## src/rtl/muldiv_unit.sv

```systemverilog
`default_nettype none
// ============================================================================
// Module      : muldiv_unit
// Description : Iterative multiply/divide unit holding the architectural HI/LO
//               registers. MULT/MULTU run a shift-add loop, DIV/DIVU a
//               restoring loop, each CYCLES steps followed by a one-cycle
//               sign-fix state. MTHI/MTLO write HI/LO in a single cycle.
// Ports       : clk, reset (async, active-low)
//               start, op[2:0], rs_data, rt_data, cancel  -- request side
//               busy, done, hi, lo                        -- status / results
// Revision    : 1.0 - initial release
// ============================================================================
module muldiv_unit #(
  parameter int WIDTH  = 32,
  parameter int CYCLES = 32
) (
  input  logic             clk,
  input  logic             reset,
  input  logic             start,
  input  logic [2:0]       op,
  input  logic [WIDTH-1:0] rs_data,
  input  logic [WIDTH-1:0] rt_data,
  input  logic             cancel,
  output logic             busy,
  output logic             done,
  output logic [WIDTH-1:0] hi,
  output logic [WIDTH-1:0] lo
);

  localparam logic [1:0] c_IDLE = 2'd0;
  localparam logic [1:0] c_MUL  = 2'd1;
  localparam logic [1:0] c_DIV  = 2'd2;
  localparam logic [1:0] c_FIX  = 2'd3;

  localparam logic [2:0] c_OP_MULT  = 3'b000;
  localparam logic [2:0] c_OP_MULTU = 3'b001;
  localparam logic [2:0] c_OP_DIV   = 3'b010;
  localparam logic [2:0] c_OP_DIVU  = 3'b011;
  localparam logic [2:0] c_OP_MTHI  = 3'b100;
  localparam logic [2:0] c_OP_MTLO  = 3'b101;

  localparam int              c_CW   = $clog2(CYCLES + 1);
  localparam logic [c_CW-1:0] c_LAST = c_CW'(CYCLES - 1);

  logic [1:0]         r_state, w_state_next;
  logic [c_CW-1:0]    r_count;
  // Multiply: {partial product high, multiplier shifting out at bit 0}.
  // Divide:   {partial remainder, dividend shifting out / quotient in}.
  logic [2*WIDTH-1:0] r_acc;
  logic [WIDTH-1:0]   r_opnd;     // multiplicand (MUL) or divisor (DIV)
  logic [WIDTH-1:0]   r_rs_orig;  // raw dividend, returned in HI on divide-by-zero
  logic               r_neg_lo;   // negate product / quotient at FIX
  logic               r_neg_hi;   // negate remainder at FIX
  logic               r_is_div;
  logic               r_dbz;

  logic               w_accept, w_mul_go, w_div_go, w_mthi, w_mtlo, w_commit;
  logic               w_signed;
  logic [WIDTH-1:0]   w_rs_abs, w_rt_abs;
  logic [WIDTH:0]     w_mul_sum;
  logic [2*WIDTH-1:0] w_mul_next;
  logic [WIDTH:0]     w_div_shift;
  logic               w_div_ge;
  logic [WIDTH-1:0]   w_div_sub;
  logic [2*WIDTH-1:0] w_div_next;
  logic [WIDTH-1:0]   w_fix_hi, w_fix_lo;
  logic [2*WIDTH-1:0] w_prod;

  // State register
  always_ff @(posedge clk or negedge reset) begin
    if (!reset) r_state <= c_IDLE;
    else        r_state <= w_state_next;
  end

  // Next-state logic; cancel always wins, including over a start in IDLE
  always_comb begin
    w_state_next = r_state;
    case (r_state)
      c_IDLE: begin
        if (w_mul_go)      w_state_next = c_MUL;
        else if (w_div_go) w_state_next = c_DIV;
      end
      c_MUL, c_DIV: begin
        if (cancel)                 w_state_next = c_IDLE;
        else if (r_count == c_LAST) w_state_next = c_FIX;
      end
      default: w_state_next = c_IDLE;
    endcase
  end

  // Output / datapath decode
  always_comb begin
    w_accept = (r_state == c_IDLE) && start && !cancel;
    w_mul_go = w_accept && ((op == c_OP_MULT) || (op == c_OP_MULTU));
    w_div_go = w_accept && ((op == c_OP_DIV)  || (op == c_OP_DIVU));
    w_mthi   = w_accept && (op == c_OP_MTHI);
    w_mtlo   = w_accept && (op == c_OP_MTLO);
    w_commit = (r_state == c_FIX) && !cancel;

    w_signed = (op == c_OP_MULT) || (op == c_OP_DIV);
    w_rs_abs = (w_signed && rs_data[WIDTH-1]) ? -rs_data : rs_data;
    w_rt_abs = (w_signed && rt_data[WIDTH-1]) ? -rt_data : rt_data;

    // Shift-add: add multiplicand into the high half when the multiplier
    // LSB is set, then shift the whole accumulator right by one.
    w_mul_sum  = {1'b0, r_acc[2*WIDTH-1:WIDTH]} + (r_acc[0] ? {1'b0, r_opnd} : '0);
    w_mul_next = {w_mul_sum, r_acc[WIDTH-1:1]};

    // Restoring step: the remainder is always below the divisor, so the
    // low WIDTH bits of the difference are exact when the subtract is taken.
    w_div_shift = {r_acc[2*WIDTH-1:WIDTH], r_acc[WIDTH-1]};
    w_div_ge    = (w_div_shift >= {1'b0, r_opnd});
    w_div_sub   = w_div_shift[WIDTH-1:0] - r_opnd;
    w_div_next  = {(w_div_ge ? w_div_sub : w_div_shift[WIDTH-1:0]),
                   r_acc[WIDTH-2:0], w_div_ge};

    w_prod = r_neg_lo ? -r_acc : r_acc;
    if (!r_is_div) begin
      w_fix_hi = w_prod[2*WIDTH-1:WIDTH];
      w_fix_lo = w_prod[WIDTH-1:0];
    end else if (r_dbz) begin
      w_fix_hi = r_rs_orig;
      w_fix_lo = '1;
    end else begin
      w_fix_hi = r_neg_hi ? -r_acc[2*WIDTH-1:WIDTH] : r_acc[2*WIDTH-1:WIDTH];
      w_fix_lo = r_neg_lo ? -r_acc[WIDTH-1:0]       : r_acc[WIDTH-1:0];
    end
  end

  // Datapath and registered outputs
  always_ff @(posedge clk or negedge reset) begin
    if (!reset) begin
      r_count   <= '0;
      r_acc     <= '0;
      r_opnd    <= '0;
      r_rs_orig <= '0;
      r_neg_lo  <= 1'b0;
      r_neg_hi  <= 1'b0;
      r_is_div  <= 1'b0;
      r_dbz     <= 1'b0;
      hi        <= '0;
      lo        <= '0;
      busy      <= 1'b0;
      done      <= 1'b0;
    end else begin
      if (w_mul_go || w_div_go) begin
        r_count   <= '0;
        r_acc     <= {{WIDTH{1'b0}}, (w_mul_go ? w_rt_abs : w_rs_abs)};
        r_opnd    <= w_mul_go ? w_rs_abs : w_rt_abs;
        r_rs_orig <= rs_data;
        r_neg_lo  <= w_signed && (rs_data[WIDTH-1] ^ rt_data[WIDTH-1]);
        r_neg_hi  <= w_signed && rs_data[WIDTH-1];
        r_is_div  <= w_div_go;
        r_dbz     <= (rt_data == '0);
      end else if (r_state == c_MUL) begin
        r_count <= r_count + 1'b1;
        r_acc   <= w_mul_next;
      end else if (r_state == c_DIV) begin
        r_count <= r_count + 1'b1;
        r_acc   <= w_div_next;
      end

      if (w_mthi)        hi <= rs_data;
      else if (w_commit) hi <= w_fix_hi;

      if (w_mtlo)        lo <= rs_data;
      else if (w_commit) lo <= w_fix_lo;

      done <= w_mthi || w_mtlo || w_commit;
      busy <= (w_state_next != c_IDLE);
    end
  end

endmodule
`default_nettype wire

```

## config.mk

```make
export PLATFORM = sky130hd
export DESIGN_NAME = muldiv_unit
export DESIGN_NICKNAME = d
export VERILOG_FILES = /design/src/rtl/muldiv_unit.sv
export SDC_FILE = /design/constraint.sdc
export NUM_CORES = 1
export LEC_CHECK = 0
export BUFFER_PORTS_ARGS = -buffer_cell sky130_fd_sc_hd__buf_4
export CAP_MARGIN = 25
export CORE_MARGIN = 2
export CORE_UTILIZATION = 60
export CTS_CLUSTER_SIZE = 40
export DETAILED_ROUTE_END_ITERATION = 7
export MAX_ROUTING_LAYER = met4
export PLACE_DENSITY = 0.8
export SYNTH_ARGS = -nofsm -noshare
export SYNTH_HDL_FRONTEND = slang
export SYNTH_SLANG_ARGS = --single-unit
```

## constraint.sdc

```tcl
create_clock -name clk -period 5.7 [get_ports clk]
set_input_delay 1.14 -clock clk [delete_from_list [all_inputs] [get_ports clk]]
set_output_delay 1.14 -clock clk [all_outputs]
set_load 0.02 [all_outputs]
```

==> results.json <==
{
  "cts.sinks": 206,
  "n_antenna_cell": 0,
  "layout_min_cycle_time_ps": 4300,
  "cts_resized": 0,
  "timing.fmax_mhz": 233,
  "synth_ff_type": "dfrtp_1",
  "die_h_um": 175,
  "remaining_drc_errors": 11,
  "ys_ff_latch": 206,
  "required_ps": 6120,
  "globalplace.congestion": 1.03,
  "r2r_end": "r_acc[38]$_DFFE_PN0P_",
  "io_pins": 137,
  "async_flop_share": 1.00,
  "wl_per_cell_um": 25.0,
  "muxShareOfSynthArea": 0.0433,
  "skew_ps": 13.0,
  "drive_above_1_share": 0.110,
  "nets": 2439,
  "htreeDepth": 1,
  "worstSetupStartpointType": "flop",
  "ff2ff_path_depth": 11,
  "clk_path_buf_depth": 3,
  "hold_path_depth": 2,
  "grt_pass1_vias": 17000,
  "setup.worst_path.end": "r_acc[38]$_DFFE_PN0P_",
  "violations": "design-rule violations",
  "setup_viol": 0,
  "yosysWarnings": 0,
  "overflow": 0,
  "syn-num-nets": 2422,
  "port_buffers": 136,
  "avgSynthCellArea_um2": 7.67,
  "initial_core_util": 0.608,
  "grtUsageTotal": 0.444,
  "cts-root-buf": "clkbuf_16",
  "setup_tns_ps": 0,
  "numCtsBuffers": 25,
  "viasPerCell": 6.88,
  "cts_tree": "done",
  "hold_buffers": 0,
  "clkTransAtPathRegs_ps": 60,
  "grt_max_degree": 119,
  "crit_fanout": 24,
  "post-place-cells": 2646,
  "finalCritPeriodShare": 0.754,
  "ir_drop_mv": 0.419,
  "dr.pass1.iters": 8,
  "slew_headroom": 0.302,
  "power.density_mw_per_mm2": 659,
  "ant_nets": 0,
  "synth_xor_area_frac": 0.0903,
  "fillerInstances": 2480,
  "synth-simple-area-share": 0.191,
  "syn_to_final_growth_pct": 11.0,
  "synth-edff-count": 0,
  "postCtsSetupRepairBufs": 0,
  "rsz0062_at_grt": "no",
  "detailed_place_hpwl_um": 48500,
  "crit_arrival_ps": 4720,
  "rows": 62,
  "synth_compound_area_frac": 0.266,
  "syn_area_mm2": 0.0175,
  "yosysUniqueCellTypes": 75,
  "clk-insertion-delay-late_ps": 540,
  "ff2ff_setup_slack_ps": 1400,
  "worst_slew_pin_slew_ps": 1040,
  "routed_wl_um": 67100,
  "vias": 18500,
  "synthCells": 2275,
  "p_leak_nw": 8.32,
  "end_kind": "flop",
  "fin_cells": 2690,
  "crit_start": "r_acc[37]$_DFFE_PN0P_",
  "drt_iter0_markers": 2471,
  "slew_viol_final": 0,
  "antenna_found_initial": 0,
  "final-hold-violation-count": 0,
  "fin_util": 0.675,
  "core_area_mm2": 0.0287,
  "synth_top_family_by_area": "compound AO/OA/AOI/OAI gates",
  "status": "finished with violations",
  "die_w_um": 175,
  "cap_violations": 0,
  "hold_class": "reg2reg",
  "synth_fa_ha_area_frac": 0.0553,
  "r2r-start": "r_acc[37]$_DFFE_PN0P_",
  "yosysSeqAreaShare": 0.295,
  "grt_pass1_wl_um": 102000,
  "worstSetupPathType": "reg2reg",
  "dieArea_mm2": 0.0305
}
==> per-stage QoR <==
step,worst slack (ps),hold slack (ps),total power [W],cell area [um2]
2_1_floorplan,2090,437,0.00857,17500
3_3_place_gp,1520,452,0.0108,18500
3_5_place_dp,1440,458,0.0109,18500
4_1_cts,1430,473,0.0125,19300
5_1_grt,1110,495,0.0136,19400
6_report,1400,476,0.0128,19400
==> flip-flops by register name, summed over array words and instances (netlist names), 2 cells and up <==
name and cells:
r_state 2, r_rs_orig 32, r_opnd 32, lo 32, r_count 6, hi 32, r_acc 64
==> layout make-up <==
cell class	instances	area, um2	area share
flip-flops and latches	206	5150	0.266
clock buffers	33	686	0.0354
well taps	384	480	0.0248
repair buffers	171	1400	0.0724
inverters	69	259	0.0134
clock inverters	8	65.1	0.00336
multi-input cells	1819	11300	0.585
==> cells in the mapped netlist, drive strengths merged, types with 21 or more instances <==
library cell    n  area share
o211ai         58       0.025
xor2           65       0.033
o21ai         247       0.071
xnor2         115       0.058
nor3           46       0.013
buf            38       0.013
a31oi          31       0.011
o31ai          23      0.0099
ha             74       0.053
nand3          34      0.0098
inv            68       0.015
dfrtp         206        0.30
clkbuf        143       0.031
a21oi         173       0.050
nor2          178       0.038
nand2         328       0.071
o22ai          42       0.015
or4            21      0.0099
or3            23      0.0084
mux2i          62       0.036
a21o           48       0.021
a211oi         22      0.0095
==> worst min-delay path by stage <==
stage,start,to,slack [ps]
6_report,r_rs_orig[23]$_DFFE_PN0N_,r_rs_orig[23]$_DFFE_PN0N_,480
5_1_grt,reset,r_acc[36]$_DFFE_PN0P_,500
4_1_cts,r_rs_orig[4]$_DFFE_PN0N_,r_rs_orig[4]$_DFFE_PN0N_,470
3_5_place_dp,r_rs_orig[6]$_DFFE_PN0N_,r_rs_orig[6]$_DFFE_PN0N_,460
3_3_place_gp,r_rs_orig[4]$_DFFE_PN0N_,r_rs_orig[4]$_DFFE_PN0N_,450
2_1_floorplan,r_rs_orig[6]$_DFFE_PN0N_,r_rs_orig[6]$_DFFE_PN0N_,440
==> metal layers <==
metal  part of all wire  global-route usage  vias to the layer above
met3               0.12              0.0969                      276
met5                  0                   -                        -
met2               0.43               0.650                     1266
li1                   -                   -                     8175
met1               0.40               0.594                     8799
met4              0.055               0.192                        0
==> cell usage in the layout (no fill, tap or decap), types with 9 or more instances in the layout <==
cell and n:
a211oi_1 22, a21o_1 48, a21oi_1 173, a31oi_1 30, and2_1 9, and3_1 14
buf_4 164, clkbuf_16 25, dfrtp_1 206, ha_1 72, inv_1 68, mux2_2 12
mux2i_1 62, nand2_1 327, nand2b_1 13, nand3_1 34, nand4_1 15, nor2_1 176
nor3_1 45, nor4_1 14, o211ai_1 58, o21a_1 11, o21ai_0 245, o21bai_1 13
o22ai_1 42, o31ai_1 23, o41ai_1 17, or3_1 20, or4_1 17, xnor2_1 115
xor2_1 65
==> logic make-up (layout without fill, tap and decap cells) <==
| logic type | after synthesis | count (layout) |
|---|---|---|
| xor gates and xnor gates | 180 | 180 |
| AOI/OAI and AO/OA | 754 | 754 |
| and+or+nand+nor | 735 | 735 |
| adders and majority gates | 76 | 76 |
| muxes | 74 | 74 |
| DFF | 206 | 206 |
| buffers and inverters | 250 | 281 |
==> power by group <==
group          internal [W]  total (W)  switching (W)
sequential          0.00216    0.00307       0.000911
clock              0.000879    0.00153       0.000655
combinational       0.00328    0.00817        0.00489
==> critical path, stage by stage (launching register included) <==
cell     delay [ps]
dfrtp_1         530
ha_1            460
a21oi_1         230
o21ai_0         160
or2_2           290
o21ai_0         440
a21oi_1         320
a31oi_4         850
buf_4           360
mux2i_1         200
a21oi_1          90
a22o_1          240
Note: power is estimated with default switching activity, not from simulation.
